===== config.mk =====
export PLATFORM = sky130hd
export DESIGN_NAME = pipeline_issue_arbiter
export DESIGN_NICKNAME = d
export VERILOG_FILES = /design/src/rtl/pipeline_issue_arbiter.sv
export SDC_FILE = /design/constraint.sdc
export NUM_CORES = 1
export LEC_CHECK = 0
export CAP_MARGIN = 20
export CELL_PAD_IN_SITES_DETAIL_PLACEMENT = 1
export CELL_PAD_IN_SITES_GLOBAL_PLACEMENT = 1
export CORE_MARGIN = 2
export CORE_UTILIZATION = 26
export CTS_BUF_LIST = sky130_fd_sc_hd__clkbuf_16
export DETAILED_ROUTE_END_ITERATION = 8
export PLACE_DENSITY_LB_ADDON = 0.08
export SYNTH_ARGS = -nofsm -noshare
export SYNTH_HDL_FRONTEND = slang
export SYNTH_SLANG_ARGS = --single-unit

===== constraint.sdc =====
create_clock -name clk -period 2.8 [get_ports clk]
set_clock_uncertainty 0.15 [all_clocks]
set_input_delay 0.42 -clock clk [delete_from_list [all_inputs] [get_ports clk]]
set_output_delay 0.42 -clock clk [all_outputs]
set_load 0.1 [all_outputs]

===== src/rtl/pipeline_issue_arbiter.sv =====
// -----------------------------------------------------------------------------
// pipeline_issue_arbiter
//
// Shares the head of a pipeline_stage chain between NUM_REQ requesters. Each
// cycle one requester is granted round-robin, a free transaction ID is taken
// from the pool and address + ID are injected into stage 0 (unless stage 0
// stalls). IDs are retired when transactions leave the last stage and the
// completion is reported back with the owning requester. A flush request
// broadcasts a cancel for one ID, quarantines it while the chain drains, then
// frees it.
//
// Ports
//   clk, reset_n            clock (rising edge), async active-low reset
//   req_valid/req_address   per-requester request, address i at [i*AW +: AW]
//   req_ready/req_id        one-hot grant and allocated ID (combinational)
//   flush_req/flush_id      level request to cancel one in-flight ID
//   flush_ack/flush_err     completion pulse; err = ID was not in flight
//   pipe_address/id/valid   stage 0 inputs
//   pipe_stall              stage 0 stall
//   pipe_flush/flush_id     stage 0 flush broadcast
//   ret_valid/ret_id        last-stage output
//   done_valid/id/owner     registered completion report
//   inflight_count          registered number of allocated IDs
//   err_spurious            sticky: retire of an unallocated ID
// -----------------------------------------------------------------------------
module pipeline_issue_arbiter #(
    parameter int NUM_REQ       = 4,
    parameter int PIPE_DEPTH    = 4,
    parameter int ADDRESS_WIDTH = 16,
    parameter int ID_WIDTH      = 2
) (
    input  logic                             clk,
    input  logic                             reset_n,
    input  logic [NUM_REQ-1:0]               req_valid,
    input  logic [NUM_REQ*ADDRESS_WIDTH-1:0] req_address,
    output logic [NUM_REQ-1:0]               req_ready,
    output logic [ID_WIDTH-1:0]              req_id,
    input  logic                             flush_req,
    input  logic [ID_WIDTH-1:0]              flush_id,
    output logic                             flush_ack,
    output logic                             flush_err,
    output logic [ADDRESS_WIDTH-1:0]         pipe_address,
    output logic [ID_WIDTH-1:0]              pipe_id,
    output logic                             pipe_valid,
    input  logic                             pipe_stall,
    output logic                             pipe_flush,
    output logic [ID_WIDTH-1:0]              pipe_flush_id,
    input  logic                             ret_valid,
    input  logic [ID_WIDTH-1:0]              ret_id,
    output logic                             done_valid,
    output logic [ID_WIDTH-1:0]              done_id,
    output logic [$clog2(NUM_REQ)-1:0]       done_owner,
    output logic [ID_WIDTH:0]                inflight_count,
    output logic                             err_spurious
);

    localparam int NUM_IDS = 1 << ID_WIDTH;
    localparam int OWN_W   = $clog2(NUM_REQ);
    localparam int CNT_W   = $clog2(PIPE_DEPTH + 1);
    localparam int CW      = ID_WIDTH + 1;

    localparam logic [ID_WIDTH-1:0]      ID_ZERO   = '0;
    localparam logic [OWN_W-1:0]         OWN_ZERO  = '0;
    localparam logic [ADDRESS_WIDTH-1:0] ADDR_ZERO = '0;
    localparam logic [NUM_REQ-1:0]       REQ_ZERO  = '0;
    localparam logic [NUM_REQ-1:0]       REQ_ONE   = NUM_REQ'(1);
    localparam logic [CNT_W-1:0]         CNT_ZERO  = '0;
    localparam logic [NUM_IDS-1:0]       IDS_ZERO  = '0;
    localparam logic [CW-1:0]            CW_ZERO   = '0;

    typedef enum logic [1:0] {
        ST_IDLE  = 2'd0,
        ST_FLUSH = 2'd1,
        ST_DRAIN = 2'd2
    } state_t;

    state_t                    state_r, state_next_s;
    logic [CNT_W-1:0]          drain_cnt_r, drain_cnt_next_s;
    logic [ID_WIDTH-1:0]       flush_id_r, flush_id_next_s;
    logic [NUM_IDS-1:0]        inflight_r, inflight_next_s;
    logic [OWN_W-1:0]          owner_r [NUM_IDS];
    logic [OWN_W-1:0]          rr_r;
    logic [CW-1:0]             count_r, count_next_s;
    logic                      done_valid_r;
    logic [ID_WIDTH-1:0]       done_id_r;
    logic [OWN_W-1:0]          done_owner_r;
    logic                      flush_ack_r, flush_err_r;
    logic                      err_spurious_r;

    logic                      free_found_s;
    logic [ID_WIDTH-1:0]       free_id_s;
    logic                      grant_found_s;
    logic [OWN_W-1:0]          grant_idx_s;
    logic [ADDRESS_WIDTH-1:0]  grant_addr_s;
    logic                      issue_en_s;
    logic                      ret_in_flight_s, ret_drop_s, ret_ok_s, ret_spur_s;
    logic                      ack_next_s, err_next_s, flush_done_s;

    // Lowest-numbered free ID in the registered bitmap (scan high to low so the lowest wins).
    always_comb begin
        free_found_s = 1'b0;
        free_id_s    = ID_ZERO;
        for (int i = NUM_IDS - 1; i >= 0; i--) begin
            if (!inflight_r[i]) begin
                free_found_s = 1'b1;
                free_id_s    = ID_WIDTH'(i);
            end else begin
                free_found_s = free_found_s;
            end
        end
    end

    // Round-robin pick: first valid requester at index >= rr, wrapping.
    always_comb begin
        int               cand_v;
        logic [OWN_W-1:0] cand_idx_v;
        grant_found_s = 1'b0;
        grant_idx_s   = OWN_ZERO;
        cand_v        = 0;
        cand_idx_v    = OWN_ZERO;
        for (int k = 0; k < NUM_REQ; k++) begin
            cand_v = int'(rr_r) + k;
            if (cand_v >= NUM_REQ) begin
                cand_v = cand_v - NUM_REQ;
            end else begin
                cand_v = cand_v;
            end
            cand_idx_v = OWN_W'(cand_v);
            if (!grant_found_s && req_valid[cand_idx_v]) begin
                grant_found_s = 1'b1;
                grant_idx_s   = cand_idx_v;
            end else begin
                grant_found_s = grant_found_s;
            end
        end
    end

    // Address of the granted requester.
    always_comb begin
        grant_addr_s = ADDR_ZERO;
        for (int k = 0; k < NUM_REQ; k++) begin
            if (OWN_W'(k) == grant_idx_s) begin
                grant_addr_s = req_address[k*ADDRESS_WIDTH +: ADDRESS_WIDTH];
            end else begin
                grant_addr_s = grant_addr_s;
            end
        end
    end

    // reset_n gates issue so the combinational grant outputs are quiet during reset.
    assign issue_en_s = reset_n && (state_r == ST_IDLE) && !pipe_stall
                        && grant_found_s && free_found_s;

    // Grant / issue outputs, all zero when not issuing.
    always_comb begin
        req_ready    = REQ_ZERO;
        req_id       = ID_ZERO;
        pipe_valid   = 1'b0;
        pipe_address = ADDR_ZERO;
        pipe_id      = ID_ZERO;
        if (issue_en_s) begin
            req_ready    = REQ_ONE << grant_idx_s;
            req_id       = free_id_s;
            pipe_valid   = 1'b1;
            pipe_address = grant_addr_s;
            pipe_id      = free_id_s;
        end else begin
            req_ready    = REQ_ZERO;
        end
    end

    assign pipe_flush    = (state_r == ST_FLUSH);
    assign pipe_flush_id = (state_r == ST_FLUSH) ? flush_id_r : ID_ZERO;

    // A retire of the ID under flush is a stale entry ahead of the flush wave: dropped quietly.
    assign ret_in_flight_s = inflight_r[ret_id];
    assign ret_drop_s = ret_valid && ret_in_flight_s && (state_r != ST_IDLE) && (ret_id == flush_id_r);
    assign ret_ok_s   = ret_valid && ret_in_flight_s && !ret_drop_s;
    assign ret_spur_s = ret_valid && !ret_in_flight_s;

    // Flush FSM next state. DRAIN is loaded with PIPE_DEPTH-1 so it lasts PIPE_DEPTH cycles,
    // which puts the registered ack PIPE_DEPTH+1 cycles after pipe_flush.
    always_comb begin
        state_next_s     = state_r;
        drain_cnt_next_s = drain_cnt_r;
        flush_id_next_s  = flush_id_r;
        ack_next_s       = 1'b0;
        err_next_s       = 1'b0;
        flush_done_s     = 1'b0;
        case (state_r)
            ST_IDLE: begin
                if (flush_req) begin
                    if (inflight_r[flush_id]) begin
                        flush_id_next_s = flush_id;
                        state_next_s    = ST_FLUSH;
                    end else begin
                        ack_next_s = 1'b1;
                        err_next_s = 1'b1;
                    end
                end else begin
                    state_next_s = ST_IDLE;
                end
            end
            ST_FLUSH: begin
                state_next_s     = ST_DRAIN;
                drain_cnt_next_s = CNT_W'(PIPE_DEPTH - 1);
            end
            ST_DRAIN: begin
                if (drain_cnt_r == CNT_ZERO) begin
                    flush_done_s = 1'b1;
                    ack_next_s   = 1'b1;
                    state_next_s = ST_IDLE;
                end else begin
                    drain_cnt_next_s = drain_cnt_r - CNT_W'(1);
                end
            end
            default: begin
                state_next_s     = ST_IDLE;
                drain_cnt_next_s = CNT_ZERO;
            end
        endcase
    end

    // Next inflight bitmap and count; allocate and free never target the same ID.
    always_comb begin
        inflight_next_s = inflight_r;
        if (issue_en_s) begin
            inflight_next_s[free_id_s] = 1'b1;
        end else begin
            inflight_next_s = inflight_next_s;
        end
        if (ret_ok_s) begin
            inflight_next_s[ret_id] = 1'b0;
        end else begin
            inflight_next_s = inflight_next_s;
        end
        if (flush_done_s) begin
            inflight_next_s[flush_id_r] = 1'b0;
        end else begin
            inflight_next_s = inflight_next_s;
        end
        count_next_s = count_r + CW'(issue_en_s) - CW'(ret_ok_s) - CW'(flush_done_s);
    end

    // Flush FSM state register.
    always_ff @(posedge clk or negedge reset_n) begin
        if (!reset_n) begin
            state_r     <= ST_IDLE;
            drain_cnt_r <= CNT_ZERO;
            flush_id_r  <= ID_ZERO;
        end else begin
            state_r     <= state_next_s;
            drain_cnt_r <= drain_cnt_next_s;
            flush_id_r  <= flush_id_next_s;
        end
    end

    // ID pool, owner table, round-robin pointer and count.
    always_ff @(posedge clk or negedge reset_n) begin
        if (!reset_n) begin
            inflight_r <= IDS_ZERO;
            count_r    <= CW_ZERO;
            rr_r       <= OWN_ZERO;
            for (int i = 0; i < NUM_IDS; i++) begin
                owner_r[i] <= OWN_ZERO;
            end
        end else begin
            inflight_r <= inflight_next_s;
            count_r    <= count_next_s;
            if (issue_en_s) begin
                owner_r[free_id_s] <= grant_idx_s;
                rr_r <= (grant_idx_s == OWN_W'(NUM_REQ - 1)) ? OWN_ZERO : grant_idx_s + OWN_W'(1);
            end else begin
                rr_r <= rr_r;
            end
        end
    end

    // Registered completion, flush-ack and error reporting.
    always_ff @(posedge clk or negedge reset_n) begin
        if (!reset_n) begin
            done_valid_r   <= 1'b0;
            done_id_r      <= ID_ZERO;
            done_owner_r   <= OWN_ZERO;
            flush_ack_r    <= 1'b0;
            flush_err_r    <= 1'b0;
            err_spurious_r <= 1'b0;
        end else begin
            done_valid_r   <= ret_ok_s;
            done_id_r      <= ret_ok_s ? ret_id : ID_ZERO;
            done_owner_r   <= ret_ok_s ? owner_r[ret_id] : OWN_ZERO;
            flush_ack_r    <= ack_next_s;
            flush_err_r    <= err_next_s;
            err_spurious_r <= err_spurious_r | ret_spur_s;
        end
    end

    assign done_valid     = done_valid_r;
    assign done_id        = done_id_r;
    assign done_owner     = done_owner_r;
    assign flush_ack      = flush_ack_r;
    assign flush_err      = flush_err_r;
    assign inflight_count = count_r;
    assign err_spurious   = err_spurious_r;

endmodule


==> run summary <==
For this run, design rule violations remaining after detail routing come to 0. The worst register-to-register path begins at state_r[0]. The final cell area excluding filler cells came out at ~4800 um^2. The area enclosed by the die boundary is 9970 um^2. The detail route stage leaves a number of antenna-violating nets equal to 0. The worst-case hold path end point is err_spurious. The violation count after the first detailed-routing iteration came out at 44. Setup slack on the worst reg-to-reg path comes out at 0.30 ns. The worst slack at placement came out at -0.455 ns. The post-synth design cell area came out at around 2400 um^2. The maximum number of buffers from clock root to sink is 2.

The total track usage came out at about 18%. The final setup slack of the worst path is -0.330 ns. The height of the die is 99.8 um. The net count reported at finish came out at around 500. The static leakage came out at 2.04 nW. The synthesized design spends more area on one cell type than any other, namely sky130_fd_sc_hd__dfrtp_1.

The number of setup violations in the final report came out at 16. In this run the most critical hold path is launched from err_spurious. The final wirelength came out at 9.49 mm. The post-synthesis net count came out at about 360.

The core region is 8810 um^2. The peak supply drop is 454 uV. The root buffer cell is sky130_fd_sc_hd__clkbuf_16. The endpoint identified for the worst register-to-register timing path is inflight_count[2]. Counting every sink on the clock net gives 32. The final reports fail on negative setup slack. The clock-pin transition on the worst setup and hold timing paths is ~0.06 ns.

The number of hold violations in the final report is 0. The detailed-router iteration count before antenna repair is 4. 116 I/O pins were placed.

TritonCTS built the clock tree. The worst setup path is launched from a flop. Leaving out fill and tap cells, the most frequent cells in the layout are 71 x sky130_fd_sc_hd__clkdlybuf4s50_1, 46 x sky130_fd_sc_hd__buf_4, 30 x sky130_fd_sc_hd__dfrtp_1. The tool flagged a number of max-cap violations equal to 0. The count of buffers from port buffering is 115. The count of warnings emitted by yosys came out at 0. The worst register-to-register path has a depth of 11. In the detailed route, the total length drawn on met3 is 323 um. Summed over all failing endpoints, the final setup total negative slack is -4.36 ns. The detailed placement HPWL is slightly below 7 mm.

The cell depth of the worst min-delay path is 1. In this run, synthesis produced a sequential element count of 32. The worst setup path is of the flop to primary output kind. The worst hold slack across all endpoints came out at 0.332 ns. The critical-path maximum fanout came out at 7. At the pin with the least slew margin, the transition time is 0.442 ns. The number of diodes came out at 0.

After technology mapping, the gate count stands at 269. The fraction of registers with async set/reset is 100%. The routed wire length on met2 is between 5 and 6 mm. The worst hold path belongs to the class flop to flop. The flow ran to the end, but the final reports show violations. After synthesis, flip-flops and latches occupy 33.5% of the total area. The worst path arrival time came out at around 2.6 ns. Yosys mapped the design onto 47 distinct sky130hd cell types. The library cell used most frequently in the layout, excluding fill and tap cells, is sky130_fd_sc_hd__clkdlybuf4s50_1. Measured against its own limit, the worst slew margin works out to a little over two thirds. The wire length of the first global-routing pass is 13.9 mm. The routed layout has around 2600 vias. The die width came out at 99.8 um.

The count of pins over their slew limit came to 0. For this run, the share of the core covered by cells in the final layout is between 50 and 60%. The detailed-route wire length on metal 1 is 4.05 mm. The total CTS buffers is 5. In this run the number of H-tree levels came out at 2. The post-synthesis area per instance came out at 8.88 um^2. The average wire length per cell after detail routing came out at around 18 um. The number of flops mapped to enable cells by yosys is 0. The share of cells above drive strength 1 is 40.1%. STA classifies the critical path endpoint as a primary output. From synthesis to final layout, the design area changed by 100%.

STA puts the critical path data required time at 2.23 ns. The remaining global-route overflow came out at 0. The row count came out at 34. The number of global-route vias before repair is 2751. The initial standard-cell utilization of the core came out at between 20% and 30%.

The maximum number of pins on one net before global-route repair came out at 34. Using the TritonRoute via totals, the vias-per-cell ratio works out to approximately 5.0. Clock latency on the worst-skew pair, taken at its later pin, is 0.28 ns. The final weighted congestion of routability-driven global placement is 0.798.

The highest layer touched by signal routing is met4. The share of synthesized area in the top cell type comes to 33.5%. In the synthesized netlist the dominant register cell turns out to be sky130_fd_sc_hd__dfrtp_1. Setup repair after global routing could not meet its margin everywhere. Yosys attributes the largest share of cell area to sky130_fd_sc_hd__dfrtp_1 34%, sky130_fd_sc_hd__ha_1 6.8%, sky130_fd_sc_hd__a21oi_1 5.9%, sky130_fd_sc_hd__a211o_1 5.5%, sky130_fd_sc_hd__a221oi_1 5.5%. In this run the power density over the cells is 1020 nW/um^2.

The post-route minimum period is 3.13 ns. Based on the critical path, the design can be clocked at up to about 0.32 GHz. The ratio of final minimum period to clock period is 112%. The initial antenna violation count is 0. The cell area reported after detailed placement is 4300 um^2.
## worst max-delay path by stage
| stage | start | slack, ns | endpoint |
|---|---|---|---|
| 2_1_floorplan | req_valid[1] | -0.27 | pipe_address[10] |
| 3_3_place_gp | req_valid[3] | -0.40 | pipe_address[13] |
| 3_5_place_dp | req_valid[3] | -0.45 | pipe_address[14] |
| 4_1_cts | rr_r[0] | -0.31 | pipe_address[12] |
| 5_1_grt | rr_r[1] | -0.44 | pipe_address[11] |
| 6_report | rr_r[1] | -0.33 | pipe_address[11] |
## sequential cells by signal, summed over array words and instances, names as in the netlist
register	count
done_id	2
done_owner	2
done_valid	1
drain_cnt_r	3
err_spurious	1
flush_ack	1
flush_err	1
flush_id_r	2
inflight_count	3
inflight_r	4
owner_r	8
rr_r	2
state_r	2
## stage by stage
stage                     total power [mW]  cells
after floorplan                       2.93    269
after CTS                             4.67    518
after global routing                  5.15    522
after detailed placement              3.91    505
after global placement                3.85    505
final                                 4.88    522
## repair_timing
action	CTS	global route
gates resized for setup	15	38
hold buffers	0	0
gates cloned	1	3
setup buffers	4	4
setup endpoints to repair	24	23
pin swaps	6	31
## power breakdown
part,switching (mW),total (mW),internal [mW],leakage [nW]
clock network,0.193,0.606,0.413,0.0789
registers,0.142,0.782,0.640,0.400
logic,2.09,3.49,1.40,1.56
## worst max-delay path: stages, from the launching register on
cell	delay, ns
sky130_fd_sc_hd__dfrtp_2	0.48
sky130_fd_sc_hd__buf_6	0.15
sky130_fd_sc_hd__a211oi_4	0.23
sky130_fd_sc_hd__nor2_2	0.07
sky130_fd_sc_hd__inv_2	0.11
sky130_fd_sc_hd__ha_4	0.15
sky130_fd_sc_hd__nor2b_4	0.17
sky130_fd_sc_hd__buf_6	0.17
sky130_fd_sc_hd__a221oi_2	0.07
sky130_fd_sc_hd__a211o_1	0.32
sky130_fd_sc_hd__a21oi_4	0.18
sky130_fd_sc_hd__buf_12	0.19
## Yosys cell counts (all sizes together) (2+ instances only)
master and instances:
a21oi 28, nand2 29, dfrtp 32, nor2 16, a211oi 2, ha 13
clkbuf 11, mux4 4, a211o 15, inv 30, buf 10, nand3 2
nand3b 2, o41ai 2, xor2 2, and3b 2, nand2b 4, a221oi 16
nor3b 2, xnor2 3, and2 10, o22ai 2, o21ai 8, mux2 10
## cell type report
cell class | instances | area (um^2)
fill | 956 | 4020
multi-input combinational | 186 | 1780
inverter | 30 | 116
tap | 108 | 135
clock inverter | 3 | 37.5
clock buffer | 5 | 125
sequential | 32 | 803
timing repair buffer | 158 | 1790
## cells by family (layout without fill, tap and decap cells)
group                    count (synthesis)  count (layout)  share of synthesized area [%]
adder cells (fa/ha/maj)                 13              13                           6.81
AND/OR/NAND/NOR                         75              75                           15.7
buffers and inverters                   51             196                           10.2
multiplexers                            15              15                           9.22
XOR/XNOR                                 5               5                           1.83
AO/OA/AOI/OAI                           78              78                           22.7
flip-flops                              32              32                           33.5
## per-layer routing
| metal | track usage (%) | vias to the layer above |
|---|---|---|
| li1 | - | 1244 |
| met1 | 22.9 | 1301 |
| met2 | 31.5 | 53 |
| met3 | 2.79 | 4 |
| met4 | 3.48 | 0 |
| met5 | 0 | - |
Power figures use the tool's default switching activity.
